$ cat config.mk
export PLATFORM = sky130hd
export DESIGN_NAME = spi_slave
export DESIGN_NICKNAME = d
export VERILOG_FILES = /design/src/rtl/spi_pkg.sv /design/src/rtl/spi_sync.sv /design/src/rtl/spi_slave.sv
export SDC_FILE = /design/constraint.sdc
export NUM_CORES = 1
export LEC_CHECK = 0
export ABC_AREA = 0
export CAP_MARGIN = 25
export CORE_MARGIN = 2
export CORE_UTILIZATION = 57
export CTS_CLUSTER_DIAMETER = 30
export DETAILED_ROUTE_END_ITERATION = 10
export PLACE_DENSITY = 0.83
export SYNTH_ARGS = -nofsm -noshare
export SYNTH_HDL_FRONTEND = slang
export SYNTH_SLANG_ARGS = --single-unit
$ cat constraint.sdc
create_clock -name i_Clk -period 3.5 [get_ports i_Clk]
set_clock_uncertainty 0.05 [all_clocks]
set_input_delay 0.525 -clock i_Clk [delete_from_list [all_inputs] [get_ports i_Clk]]
set_output_delay 0.525 -clock i_Clk [all_outputs]
set_load 0.1 [all_outputs]
$ cat src/rtl/spi_pkg.sv
// Shared SPI definitions: link state, mode constants and CPOL/CPHA decode.
// Used by both the slave and the master side.
package spi_pkg;

    typedef enum logic {
        ST_IDLE   = 1'b0,
        ST_ACTIVE = 1'b1
    } spi_state_e;

    localparam int unsigned SPI_MODE0 = 0;
    localparam int unsigned SPI_MODE1 = 1;
    localparam int unsigned SPI_MODE2 = 2;
    localparam int unsigned SPI_MODE3 = 3;

    localparam int unsigned SPI_BYTE_W = 8;
    localparam int unsigned SPI_CNT_W  = 3;

    // Bit positions of the pins inside the synchronized input bus
    localparam int unsigned SYNC_SCK  = 2;
    localparam int unsigned SYNC_CS_N = 1;
    localparam int unsigned SYNC_MOSI = 0;

    function automatic logic spi_cpol(input logic [1:0] mode);
        return mode[1];
    endfunction

    function automatic logic spi_cpha(input logic [1:0] mode);
        return mode[0];
    endfunction

endpackage

$ cat src/rtl/spi_sync.sv
// Two-flop synchronizer for a bus of independent asynchronous bits;
// each bit has its own reset level so idle pin states are reproduced.
module spi_sync #(
    parameter int unsigned          WIDTH     = 1,
    parameter logic [WIDTH-1:0]     RESET_VAL = '0
) (
    input  logic             i_Clk,
    input  logic             i_Rst_L,
    input  logic [WIDTH-1:0] i_D,
    output logic [WIDTH-1:0] o_Q
);

    logic [WIDTH-1:0] r_meta;
    logic [WIDTH-1:0] r_sync;

    // NOTE: non-blocking assignments so each flop captures the pre-edge value of its neighbour.
    always_ff @(posedge i_Clk or negedge i_Rst_L) begin
        if (!i_Rst_L) begin
            r_meta <= RESET_VAL;
            r_sync <= RESET_VAL;
        end else begin
            r_meta <= i_D;
            r_sync <= r_meta;
        end
    end

    assign o_Q = r_sync;

endmodule

$ cat src/rtl/spi_slave.sv
// SPI slave, all four modes, oversampled in the i_Clk domain; single-byte
// TX holding register and byte-wide RX output with a one-cycle valid strobe.
module spi_slave
    import spi_pkg::*;
#(
    parameter int unsigned SPI_MODE     = 0,
    parameter logic [7:0]  IDLE_TX_BYTE = 8'hFF
) (
    input  logic       i_Clk,
    input  logic       i_Rst_L,
    input  logic       i_SPI_Clk,
    input  logic       i_SPI_CS_n,
    input  logic       i_SPI_MOSI,
    output logic       o_SPI_MISO,
    output logic       o_SPI_MISO_En,
    input  logic [7:0] i_TX_Byte,
    input  logic       i_TX_DV,
    output logic       o_TX_Ready,
    output logic       o_RX_DV,
    output logic [7:0] o_RX_Byte
);

    localparam logic       CPOL     = spi_cpol(2'(SPI_MODE));
    localparam logic       CPHA     = spi_cpha(2'(SPI_MODE));
    localparam logic [2:0] SYNC_RST = {CPOL, 1'b1, 1'b0};

    logic [2:0]           w_sync;
    logic                 w_sck;
    logic                 w_cs_n;
    logic                 w_mosi;

    logic                 r_sck_d;
    logic                 r_cs_n_d;
    logic [1:0]           r_flush;
    logic                 r_armed;

    spi_state_e           r_state;
    spi_state_e           w_state_nxt;
    logic [SPI_CNT_W-1:0] r_cnt;

    logic [6:0]           r_rx_shift;
    logic [7:0]           r_rx_byte;
    logic                 r_rx_dv;

    logic [7:0]           r_tx_shift;
    logic [7:0]           r_hold;
    logic                 r_hold_full;

    logic                 w_sck_rise;
    logic                 w_sck_fall;
    logic                 w_lead_edge;
    logic                 w_trail_edge;
    logic                 w_sample_edge;
    logic                 w_shift_edge;
    logic                 w_cs_fall;
    logic                 w_cs_rise;
    logic                 w_start_frame;
    logic                 w_leave_frame;
    logic                 w_do_sample;
    logic                 w_do_shift;
    logic                 w_byte_done;
    logic                 w_byte_start;
    logic                 w_tx_accept;

    spi_sync #(
        .WIDTH     (3),
        .RESET_VAL (SYNC_RST)
    ) u_sync (
        .i_Clk   (i_Clk),
        .i_Rst_L (i_Rst_L),
        .i_D     ({i_SPI_Clk, i_SPI_CS_n, i_SPI_MOSI}),
        .o_Q     (w_sync)
    );

    assign w_sck  = w_sync[SYNC_SCK];
    assign w_cs_n = w_sync[SYNC_CS_N];
    assign w_mosi = w_sync[SYNC_MOSI];

    assign w_sck_rise    = w_sck & ~r_sck_d;
    assign w_sck_fall    = ~w_sck & r_sck_d;
    assign w_lead_edge   = CPOL ? w_sck_fall : w_sck_rise;
    assign w_trail_edge  = CPOL ? w_sck_rise : w_sck_fall;
    assign w_sample_edge = CPHA ? w_trail_edge : w_lead_edge;
    assign w_shift_edge  = CPHA ? w_lead_edge : w_trail_edge;
    assign w_cs_fall     = ~w_cs_n & r_cs_n_d;
    assign w_cs_rise     = w_cs_n & ~r_cs_n_d;

    // r_flush marks when the synchronizer holds real pin values rather than its
    // reset image; a select that was already low at reset release never arms.
    always_ff @(posedge i_Clk or negedge i_Rst_L) begin
        if (!i_Rst_L) begin
            r_sck_d  <= CPOL;
            r_cs_n_d <= 1'b1;
            r_flush  <= 2'b00;
            r_armed  <= 1'b0;
        end else begin
            r_sck_d  <= w_sck;
            r_cs_n_d <= w_cs_n;
            r_flush  <= {r_flush[0], 1'b1};
            r_armed  <= r_armed | (r_flush[1] & w_cs_n);
        end
    end

    always_ff @(posedge i_Clk or negedge i_Rst_L) begin
        if (!i_Rst_L) begin
            r_state <= ST_IDLE;
        end else begin
            r_state <= w_state_nxt;
        end
    end

    // The first shift edge of every byte (counter at 0) is skipped: the MSB is
    // already on MISO from the byte-start load.
    // NOTE: defaults first so every path assigns every output and no latch is inferred.
    always_comb begin
        w_state_nxt   = r_state;
        w_start_frame = 1'b0;
        w_leave_frame = 1'b0;
        w_do_sample   = 1'b0;
        w_do_shift    = 1'b0;
        case (r_state)
            ST_IDLE: begin
                if (w_cs_fall && r_armed) begin
                    w_state_nxt   = ST_ACTIVE;
                    w_start_frame = 1'b1;
                end
            end
            ST_ACTIVE: begin
                if (w_cs_rise) begin
                    w_state_nxt   = ST_IDLE;
                    w_leave_frame = 1'b1;
                end else begin
                    w_do_sample = w_sample_edge;
                    w_do_shift  = w_shift_edge && (r_cnt != '0);
                end
            end
            default: w_state_nxt = ST_IDLE;
        endcase
    end

    assign w_byte_done  = w_do_sample && (r_cnt == 3'd7);
    assign w_byte_start = w_start_frame | w_byte_done;
    assign w_tx_accept  = i_TX_DV & (~r_hold_full | w_byte_start);

    always_ff @(posedge i_Clk or negedge i_Rst_L) begin
        if (!i_Rst_L) begin
            r_cnt      <= '0;
            r_rx_shift <= '0;
            r_rx_byte  <= '0;
            r_rx_dv    <= 1'b0;
        end else begin
            r_rx_dv <= w_byte_done;
            if (w_leave_frame) begin
                r_cnt <= '0;
            end else if (w_do_sample) begin
                r_cnt      <= r_cnt + 3'd1;
                r_rx_shift <= {r_rx_shift[5:0], w_mosi};
            end
            if (w_byte_done) begin
                r_rx_byte <= {r_rx_shift, w_mosi};
            end
        end
    end

    // A strobe coinciding with a byte start is still taken: the old holding
    // value moves to the shifter in the same cycle the new byte is captured.
    always_ff @(posedge i_Clk or negedge i_Rst_L) begin
        if (!i_Rst_L) begin
            r_hold      <= '0;
            r_hold_full <= 1'b0;
            r_tx_shift  <= '1;
        end else begin
            if (w_tx_accept) begin
                r_hold      <= i_TX_Byte;
                r_hold_full <= 1'b1;
            end else if (w_byte_start) begin
                r_hold_full <= 1'b0;
            end
            if (w_byte_start) begin
                r_tx_shift <= r_hold_full ? r_hold : IDLE_TX_BYTE;
            end else if (w_do_shift) begin
                r_tx_shift <= {r_tx_shift[6:0], 1'b1};
            end
        end
    end

    assign o_SPI_MISO    = (r_state == ST_ACTIVE) ? r_tx_shift[7] : 1'b1;
    assign o_SPI_MISO_En = (r_state == ST_ACTIVE);
    assign o_TX_Ready    = ~r_hold_full;
    assign o_RX_DV       = r_rx_dv;
    assign o_RX_Byte     = r_rx_byte;

endmodule

==> run_results.csv, run 1 <==
group,metric,value,unit
clock_tree,clk_pin_slew,0.12,ns
routing,drt_iter0_markers,24,
routing,routed_wl,2710,µm
synth,post_synthesis_cells,144,
placement,gp_congestion,0.750,
setup_path,critical_path.startpoint_type,"flip-flop",
setup_path,worst-path-stages,1,
clock_tree,post_cts_buffers,0,
timing,fin_tns_setup,0,ns
synth,synth-seq-area-share,0.641,
global_route,maximum_number_of_pins_on_one_net_before_global_route_repair,49,
final_layout,commonest_non_fill_non_tap_cell_in_the_layout,"sky130_fd_sc_hd__dfrtp_1",
setup_path,worst-path-max-fanout,2,
synth,area_of_the_mapped_netlist,1900,µm²
timing,drv_slew,0,
floorplanning,num_io_pins,26,
synth,yosys.area.top_type_share,0.488,
placement,place.port_buffers,25,
setup_path,worst_r2r_path_depth,4,
synth,synthDominantAreaCellType,"sky130_fd_sc_hd__dfrtp_1",
clock_tree,h-tree-depth,2,
clock_tree,tritoncts.num_buffers,5,
timing,finalSetupViolations,0,
floorplanning,die-area,3810,µm²
global_route,grt_pass1_wl,4570,µm
global_route,grt_util_all_layers,0.172,
synth,dominantRegCellSynth,"sky130_fd_sc_hd__dfrtp_1",
final_layout,most-common-layout-cells,"37 x sky130_fd_sc_hd__dfrtp_1, 24 x sky130_fd_sc_hd__nand2_1, 21 x sky130_fd_sc_hd__clkdlybuf4s50_1",
floorplanning,floorplan.initialDensity,0.611,
setup_path,worst-endpoint-arrival,1.85,ns
setup_path,critical_path.cell_chain,"clkdlybuf4s50_1",
timing,slew-limit-headroom,0.354,
setup_path,cp_data_required_time,2.92,ns
routing,drt-pass1-iter-count,3,
pwr,powerDensity,561,nW/µm²
min_path,timing.hold.worst_path_depth,0,
timing,rsz0062_at_grt,"false",
routing,number_of_antenna_violating_nets_in_the_routed_design,0,
timing,layout_min_cycle_time,2.42,ns
clock_tree,cts-hold-fix-buffers,0,
clock_tree,clock_tree.buffer_depth,2,
setup_path,slowest_stage,"sky130_fd_sc_hd__clkdlybuf4s50_1",
placement,place.detailed.hpwl,2010,µm
final_layout,stdcell_area,2250,µm²
setup_path,worst_path_dominant_cell_family,"buffers and inverters",
synth,synth-seq-cells,48,
synth,ys.warnings.count,0,
status,status,"finished, final reports clean",
clock_tree,clock_latency_on_the_worst_skew_pair,0.35,ns
floorplanning,floorplan.die.height,61.7,µm
run,max_cap_viol_count,0,
clock_tree,clock-root-buffer,"sky130_fd_sc_hd__clkbuf_4",
pwr,total_leakage_power,1.07,nW
floorplanning,placementRows,20,
final_layout,layout-area-overhead-vs-synth,18.5,%
final_layout,antennaDiodeCount,0,
floorplanning,floorplan.die.width,61.7,µm
final_layout,final_nets,191,
synth,yosys-top-cells-area,"sky130_fd_sc_hd__dfrtp_1 49%, sky130_fd_sc_hd__dfstp_2 15%, sky130_fd_sc_hd__mux2_2 9.5%",
routing,routed_wire_length_per_instance,12.4,µm
synth,post_synth.cell_area_avg,13.2,µm²
synth,synth.distinct_cells,28,
global_route,via_count_of_the_first_global_routing_pass,1049,
clock_tree,post_cts.resized_instances,0,
routing,viasPerCell,5.12,
setup_path,end_kind,"output port",
routing,detail_route.drc_violations,0,
placement,dpl_cell_area,2170,µm²
global_route,antenna_found_initial,0,
final_layout,final_layout_size_suffix_gt1_frac,0.240,
global_route,overflow,0,
clock_tree,cts.sinks,48,
synth,syn_nets,161,
timing,tightest_slew,0.966,ns
setup_path,cp_slowest_stage_delay,1.13,ns
min_path,min-delay-path-class,"flip-flop to flip-flop",
routing,detailroute.via_count,1122,
timing,max_clock_freq,413,MHz
floorplanning,coreArea,3100,µm²
timing,final.period_utilization,0.692,
clock_tree,tritoncts_clock_tree,"done",
timing,timing_hold_violations_final,0,
setup_path,cp.buffers_inverters,1,
synth,number_of_flops_mapped_to_enable_cells_by_yosys,0,
pwr,vdd_ir_max,0.392,mV
synth,synth_async_sr_flop_share,1.00,
setup_path,critical_path_class,"flip-flop to output port",
==> cells in the mapped netlist, drive strengths merged (2+ instances only) <==
| cell type | n |
|---|---|
| a21o | 2 |
| a22o | 2 |
| mux2i | 7 |
| dfstp | 11 |
| dfrtp | 37 |
| buf | 3 |
| nor2b | 2 |
| a21oi | 7 |
| nand2 | 24 |
| inv | 5 |
| o21ai | 3 |
| nand2b | 2 |
| nor3 | 8 |
| ha | 3 |
| mux2 | 16 |
==> report_power, final <==
group / internal [mW] / leakage [nW] / switching, mW / total, mW
clock: 0.0785 / 0.0293 / 0.152 / 0.231
combinational: 0.114 / 0.459 / 0.136 / 0.250
sequential: 0.702 / 0.580 / 0.0776 / 0.779
total: 0.894 / 1.07 / 0.366 / 1.26
==> logic make-up after synthesis <==
family                     count (synthesis)  synth area share
buffers and inverters                     10            0.0231
other                                      1           0.00198
and+or+nand+nor                           41             0.104
muxes                                     23             0.132
DFF                                       48             0.641
adders and majority gates                  3            0.0198
AOI/OAI and AO/OA                         18            0.0792
==> through the flow <==
step	hold slack [ns]	util	setup slack, ns	std cells	power, mW
floorplan	0.179	-	1.17	144	0.959
global placement	0.282	0.699	1.48	209	1.02
finish	0.312	0.725	1.08	219	1.26
detailed placement	0.289	0.699	1.46	209	1.04
global route	0.319	0.725	0.991	219	1.34
CTS	0.282	0.715	1.06	217	1.27
==> registers in the layout (all words and copies together) (netlist names), 2 cells and up <==
| register | flops |
|---|---|
| r_rx_shift | 7 |
| o_RX_Byte | 8 |
| r_flush | 2 |
| u_sync.o_Q | 3 |
| r_hold | 8 |
| r_cnt | 3 |
| r_tx_shift | 8 |
| u_sync.r_meta | 3 |
==> cell type report <==
type                       count  area (µm²)
inverter                       6        22.5
fill                         237         855
timing repair buffer          27         268
tap                           44        55.1
clock buffer                   7        45.0
sequential                    48        1210
clock inverter                 1        5.00
multi-input combinational     86         638
==> per-layer routing <==
| metal | vias to the layer above | global-route usage | routed length [µm] |
|---|---|---|---|
| met5 | - | 0 | 0 |
| met4 | 0 | 0.0881 | 52 |
| met3 | 5 | 0.0651 | 132 |
| met2 | 27 | 0.271 | 1390 |
| met1 | 539 | 0.208 | 1140 |
| li1 | 551 | - | - |
==> final timing paths <==
path	from	to	slack (ns)
max in group asynchronous	i_Rst_L	u_sync.r_meta[1]	2.46
max	o_RX_Byte[5]	o_RX_Byte[5]	1.08
min	u_sync.r_meta[1]	u_sync.o_Q[1]	0.31
min reg2reg	u_sync.r_meta[1]	u_sync.o_Q[1]	0.31
max reg2reg	r_cs_n_d	r_hold[7]	1.46
min in group asynchronous	i_Rst_L	o_SPI_MISO_En	0.46
(Power assumes the default switching activity.)
==> run 2: changes to the inputs <==
--- a/config.mk
+++ b/config.mk
@@ -8,10 +8,10 @@
 export ABC_AREA = 0
 export CAP_MARGIN = 25
 export CORE_MARGIN = 2
-export CORE_UTILIZATION = 57
+export CORE_UTILIZATION = 48
 export CTS_CLUSTER_DIAMETER = 30
 export DETAILED_ROUTE_END_ITERATION = 10
-export PLACE_DENSITY = 0.83
+export PLACE_DENSITY = 0.74
 export SYNTH_ARGS = -nofsm -noshare
 export SYNTH_HDL_FRONTEND = slang
 export SYNTH_SLANG_ARGS = --single-unit
==> constraint.sdc (replaced) <==
create_clock -name i_Clk -period 2 [get_ports i_Clk]
set_clock_uncertainty 0.05 [all_clocks]
set_input_delay 0.3 -clock i_Clk [delete_from_list [all_inputs] [get_ports i_Clk]]
set_output_delay 0.3 -clock i_Clk [all_outputs]
set_load 0.1 [all_outputs]
==> run 2 against run 1 <==
- worst hold slack got worse by 0.0097 ns
- combinational power increased by 91%
- sequential share of layout area decreased by 2.3 points
- routed wire length increased by 11%
- register-to-register slack got worse by 1.3 ns
- core utilization decreased by 9.6 points
- cell count increased by 3.2%
- largest power group unchanged
- highest routed layer unchanged
==> run_results.csv, run 2 (synthesis gave the netlist of run 1 again) <==
group,metric,value,unit
pwr,powerDensity,1080,nW/µm²
timing,layout_min_cycle_time,1.86,ns
pwr,total_leakage_power,1.14,nW
pwr,net-switching-power,0.679,mW
setup_path,slowest_stage,"sky130_fd_sc_hd__dfstp_2",
global_route,grt_pass1_wl,5110,µm
final_layout,most-common-layout-cells,"36 x sky130_fd_sc_hd__dfrtp_1, 24 x sky130_fd_sc_hd__nand2_1, 16 x sky130_fd_sc_hd__mux2_2",
timing,tightest_slew,0.561,ns
global_route,maximum_number_of_pins_on_one_net_before_global_route_repair,24,
routing,drt-pass1-iter-count,4,
setup_path,end_kind,"flip-flop",
routing,drt_iter0_markers,48,
placement,dp_slack,0.161,ns
floorplanning,num_io_pins,26,
min_path,min-delay-path-class,"flip-flop to flip-flop",
clock_tree,cts.sinks,48,
pwr,power.share.switching,0.267,
routing,detailroute.via_count,1155,
placement,gp_congestion,0.687,
pwr,vdd_ir_max,0.734,mV
setup_path,cp.buffers_inverters,0,
setup_path,critical_path.cell_chain,"nand2b_1, a41oi_4, a21boi_4, mux2_2",
floorplanning,coreArea,3740,µm²
routing,viasPerCell,5.11,
global_route,grt_util_all_layers,0.161,
floorplanning,floorplan.die.width,66.9,µm
routing,routed_wl,3010,µm
routing,number_of_antenna_violating_nets_in_the_routed_design,0,
clock_tree,h-tree-depth,2,
timing,final.period_utilization,0.932,
final_layout,multi_input_area,638,µm²
setup_path,cp_slowest_stage_delay,0.56,ns
pwr,power.share.clock,0.281,
final_layout,antennaDiodeCount,0,
pwr,sequentialPowerShare,0.531,
routing,routed_wire_length_per_instance,13.3,µm
setup_path,cp_data_required_time,2.14,ns
setup_path,worst-path-max-fanout,8,
timing,timing_hold_violations_final,0,
final_layout,final-seq-area,1220,µm²
timing,final_critical_path_setup_slack,0.136,ns
routing,detail_route.drc_violations,0,
final_layout,final_nets,194,
global_route,overflow,0,
clock_tree,clock_tree.buffer_depth,2,
clock_tree,clock_latency_on_the_worst_skew_pair,0.30,ns
placement,place.port_buffers,25,
placement,place.detailed.hpwl,2240,µm
pwr,comb_power_share,0.188,
setup_path,critical_path_class,"flip-flop to flip-flop",
pwr,p_total,2.55,mW
status,status,"finished, final reports clean",
final_layout,final_layout_size_suffix_gt1_frac,0.320,
global_route,antenna_found_initial,0,
timing,drv_slew,0,
global_route,via_count_of_the_first_global_routing_pass,1182,
floorplanning,die-area,4470,µm²
clock_tree,tritoncts_clock_tree,"done",
clock_tree,post_cts.resized_instances,0,
setup_path,worst-endpoint-arrival,2.00,ns
run,max_cap_viol_count,0,
clock_tree,clock-root-buffer,"sky130_fd_sc_hd__clkbuf_8",
final_layout,total_of_fill_cells_in_the_finished_design,319,
timing,max_clock_freq,536,MHz
timing,fin_tns_setup,0,ns
floorplanning,placementRows,22,
clock_tree,post_cts_buffers,0,
final_layout,layout-area-overhead-vs-synth,24.1,%
floorplanning,floorplan.initialDensity,0.507,
pwr,intPower,1.87,mW
clock_tree,tritoncts.num_buffers,5,
final_layout,commonest_non_fill_non_tap_cell_in_the_layout,"sky130_fd_sc_hd__dfrtp_1",
setup_path,critical_path.startpoint_type,"flip-flop",
timing,finalSetupViolations,0,
clock_tree,clk_pin_slew,0.08,ns
final_layout,post_layout_nonfiller_instances,226,
floorplanning,floorplan.die.height,66.9,µm
timing,slew-limit-headroom,0.626,
setup_path,worst_path_dominant_cell_family,"flip-flops",
timing,rsz0062_at_grt,"false",
placement,placed_cells_incl_taps,217,
[run 2: through the flow]
step / cell area, µm² / hold slack, ns / utilization
2_1_floorplan: 1900 / -0.0456 / -
3_3_place_gp: 2220 / 0.233 / 0.594
3_5_place_dp: 2220 / 0.238 / 0.594
4_1_cts: 2350 / 0.306 / 0.629
5_1_grt: 2350 / 0.313 / 0.629
6_report: 2350 / 0.303 / 0.629
[run 2: power groups by stage]
stage	Clock (mW)	Sequential [mW]	Combinational [mW]
2_1_floorplan	0	1.36	0.322
3_3_place_gp	0	1.36	0.461
3_5_place_dp	0	1.37	0.483
4_1_cts	0.739	1.36	0.486
5_1_grt	0.794	1.38	0.528
6_report	0.717	1.35	0.477
[run 2: worst paths after layout]
path | endpoint | from | slack (ns) | cells past startpoint
hold reg to reg | u_sync.o_Q[0] | u_sync.r_meta[0] | 0.30 | 0
max in group asynchronous | u_sync.r_meta[0] | i_Rst_L | 0.86 | 3
hold / removal | u_sync.o_Q[0] | u_sync.r_meta[0] | 0.30 | 0
setup reg to reg | r_hold[7] | r_cs_n_d | 0.14 | 4
min in group asynchronous | o_SPI_MISO_En | i_Rst_L | 0.44 | 2
setup / recovery | r_hold[7] | r_cs_n_d | 0.14 | 4
[run 2: what timing repair did]
item	4_1_cts	5_1_grt
hold buffers	1	0
setup endpoints to repair	0	0
hold endpoints to repair	10	0
[run 2: cell type report]
cell class                      instances  area share
Multi-Input combinational cell         86       0.271
Clock inverter                          2      0.0165
Sequential cell                        48       0.518
Inverter                                6     0.00957
Timing Repair Buffer                   30       0.124
Tap cell                               48      0.0255
Clock buffer                            6      0.0351
[run 2: routing by layer]
| metal | up-vias | GRT usage | part of all wire |
|---|---|---|---|
| li1 | 553 | - | - |
| met1 | 567 | 0.166 | 0.40 |
| met2 | 30 | 0.284 | 0.53 |
| met3 | 5 | 0.0557 | 0.048 |
| met4 | 0 | 0.0918 | 0.018 |
| met5 | - | 0 | 0 |
==> run 3: changes to the inputs <==
--- a/config.mk
+++ b/config.mk
@@ -7,7 +7,6 @@
 export LEC_CHECK = 0
 export ABC_AREA = 0
 export CAP_MARGIN = 25
-export CORE_MARGIN = 2
 export CORE_UTILIZATION = 48
 export CTS_CLUSTER_DIAMETER = 30
 export DETAILED_ROUTE_END_ITERATION = 10
==> run 3 against run 2 <==
- design area down 1.2%
- routed wire length shrank 4.5%
- largest power group unchanged
- via count is 2.3% lower
- sequential share of layout area increased by 0.64 points
- combinational power up 2%
- non-clock buffer count fell by 1
- power decreased by 6.0%
- critical endpoint is now r_hold[2]
- sequential power is essentially flat
- clock power shrank 23%
- largest cell class unchanged
- critical path type unchanged
- worst hold slack improved by 0.00096 ns
==> run_results.csv, run 3 (synthesis gave the netlist of run 1 again) <==
group,metric,value,unit
timing,finalSetupViolations,0,
setup_path,end_kind,"flip-flop",
routing,routed_wl,2870,µm
routing,drt_iter0_markers,23,
timing,final.period_utilization,0.917,
clock_tree,tritoncts.num_buffers,5,
setup_path,critical_path.cell_chain,"nand2b_1, a41oi_4, a21boi_4, mux2_2",
placement,dpl_cell_area,2230,µm²
setup_path,worst-endpoint-arrival,1.97,ns
global_route,via_count_of_the_first_global_routing_pass,1115,
clock_tree,clock_tree.buffer_depth,2,
floorplanning,die-area,4210,µm²
clock_tree,clock_latency_on_the_worst_skew_pair,0.30,ns
setup_path,critical_path.startpoint_type,"flip-flop",
final_layout,finish.utilization,0.626,
placement,place.port_buffers,25,
floorplanning,floorplan.die.height,64.9,µm
clock_tree,clock-root-buffer,"sky130_fd_sc_hd__clkbuf_8",
clock_tree,tritoncts_clock_tree,"done",
clock_tree,clk_pin_slew,0.08,ns
clock_tree,post_cts.resized_instances,0,
timing,finalHoldWorstSlack,0.304,ns
status,status,"finished, final reports clean",
timing,layout_min_cycle_time,1.83,ns
floorplanning,floorplan.die.width,64.9,µm
routing,drt-pass1-iter-count,4,
pwr,total_leakage_power,1.13,nW
setup_path,cp_slowest_stage_delay,0.55,ns
routing,detail_route.drc_violations,0,
placement,place.detailed.hpwl,2160,µm
timing,slew-limit-headroom,0.628,
clock_tree,cts.sinks,48,
clock_tree,h-tree-depth,2,
clock_tree,post_cts_buffers,0,
setup_path,cp.buffers_inverters,0,
final_layout,antennaDiodeCount,0,
timing,tightest_slew,0.558,ns
final_layout,final_layout_size_suffix_gt1_frac,0.316,
min_path,min-delay-path-class,"flip-flop to flip-flop",
timing,rsz0062_at_grt,"false",
timing,drv_slew,0,
setup_path,worst_path_dominant_cell_family,"flip-flops",
final_layout,final_nets,193,
floorplanning,placementRows,22,
global_route,grt_pass1_wl,5060,µm
setup_path,cp_data_required_time,2.13,ns
global_route,maximum_number_of_pins_on_one_net_before_global_route_repair,28,
setup_path,slowest_stage,"sky130_fd_sc_hd__dfstp_2",
routing,viasPerCell,5.02,
floorplanning,floorplan.initialDensity,0.510,
routing,routed_wire_length_per_instance,12.8,µm
routing,detailroute.via_count,1129,
run,max_cap_viol_count,0,
pwr,powerDensity,1030,nW/µm²
timing,fin_tns_setup,0,ns
setup_path,worst-path-max-fanout,8,
floorplanning,coreArea,3720,µm²
placement,gp_congestion,0.737,
final_layout,layout-area-overhead-vs-synth,22.6,%
final_layout,commonest_non_fill_non_tap_cell_in_the_layout,"sky130_fd_sc_hd__dfrtp_1",
timing,max_clock_freq,546,MHz
setup_path,r2r_setup_slack,0.17,ns
global_route,overflow,0,
routing,number_of_antenna_violating_nets_in_the_routed_design,0,
global_route,grt_util_all_layers,0.164,
pwr,vdd_ir_max,0.496,mV
final_layout,stdcell_area,2320,µm²
floorplanning,num_io_pins,26,
setup_path,critical_path_class,"flip-flop to flip-flop",
final_layout,most-common-layout-cells,"36 x sky130_fd_sc_hd__dfrtp_1, 24 x sky130_fd_sc_hd__nand2_1, 16 x sky130_fd_sc_hd__mux2_2",
timing,timing_hold_violations_final,0,
global_route,antenna_found_initial,0,
==> run 3: power by group <==
part	internal, mW	leakage, nW	switching [mW]
clock network	0.244	0.0479	0.308
registers	1.23	0.579	0.126
logic	0.231	0.501	0.255
total	1.70	1.13	0.689
==> run 3: stage by stage <==
step | worst slack (ns) | total power, mW | cells
after global routing | 0.0303 | 2.55 | 225
after floorplan | 0.0171 | 1.68 | 144
after CTS | 0.142 | 2.42 | 225
final | 0.167 | 2.39 | 225
after detailed placement | 0.161 | 1.87 | 216
after global placement | 0.230 | 1.82 | 216
==> run 3: layer usage <==
layer | wire length [µm] | up-vias | track usage
met5 | 0 | - | 0
met4 | 41 | 0 | 0.0583
met3 | 133 | 4 | 0.0581
met2 | 1520 | 26 | 0.283
met1 | 1180 | 540 | 0.186
li1 | - | 559 | -
==> run 3: cell type report <==
type                    instances  area [µm²]
fillers                       308        1390
repair buffers                 29         298
clock inverters                 3        18.8
multi-input cells              86         638
well taps                      48        60.1
flip-flops and latches         48        1220
clock buffers                   5        68.8
inverters                       6        22.5
==> run 3: worst paths after layout <==
check | startpoint | endpoint | cells after the start
hold reg to reg | u_sync.r_meta[2] | u_sync.o_Q[2] | 0
min in group asynchronous | i_Rst_L | r_rx_shift[4] | 2
setup / recovery | r_cs_n_d | r_hold[2] | 4
hold / removal | u_sync.r_meta[2] | u_sync.o_Q[2] | 0
max in group asynchronous | i_Rst_L | r_tx_shift[0] | 3
setup reg to reg | r_cs_n_d | r_hold[2] | 4
==> run 3: what timing repair did <==
| item | CTS | global route |
|---|---|---|
| endpoints found under the setup margin | 0 | 0 |
| hold buffers | 1 | 0 |
| hold endpoints to repair | 21 | 0 |
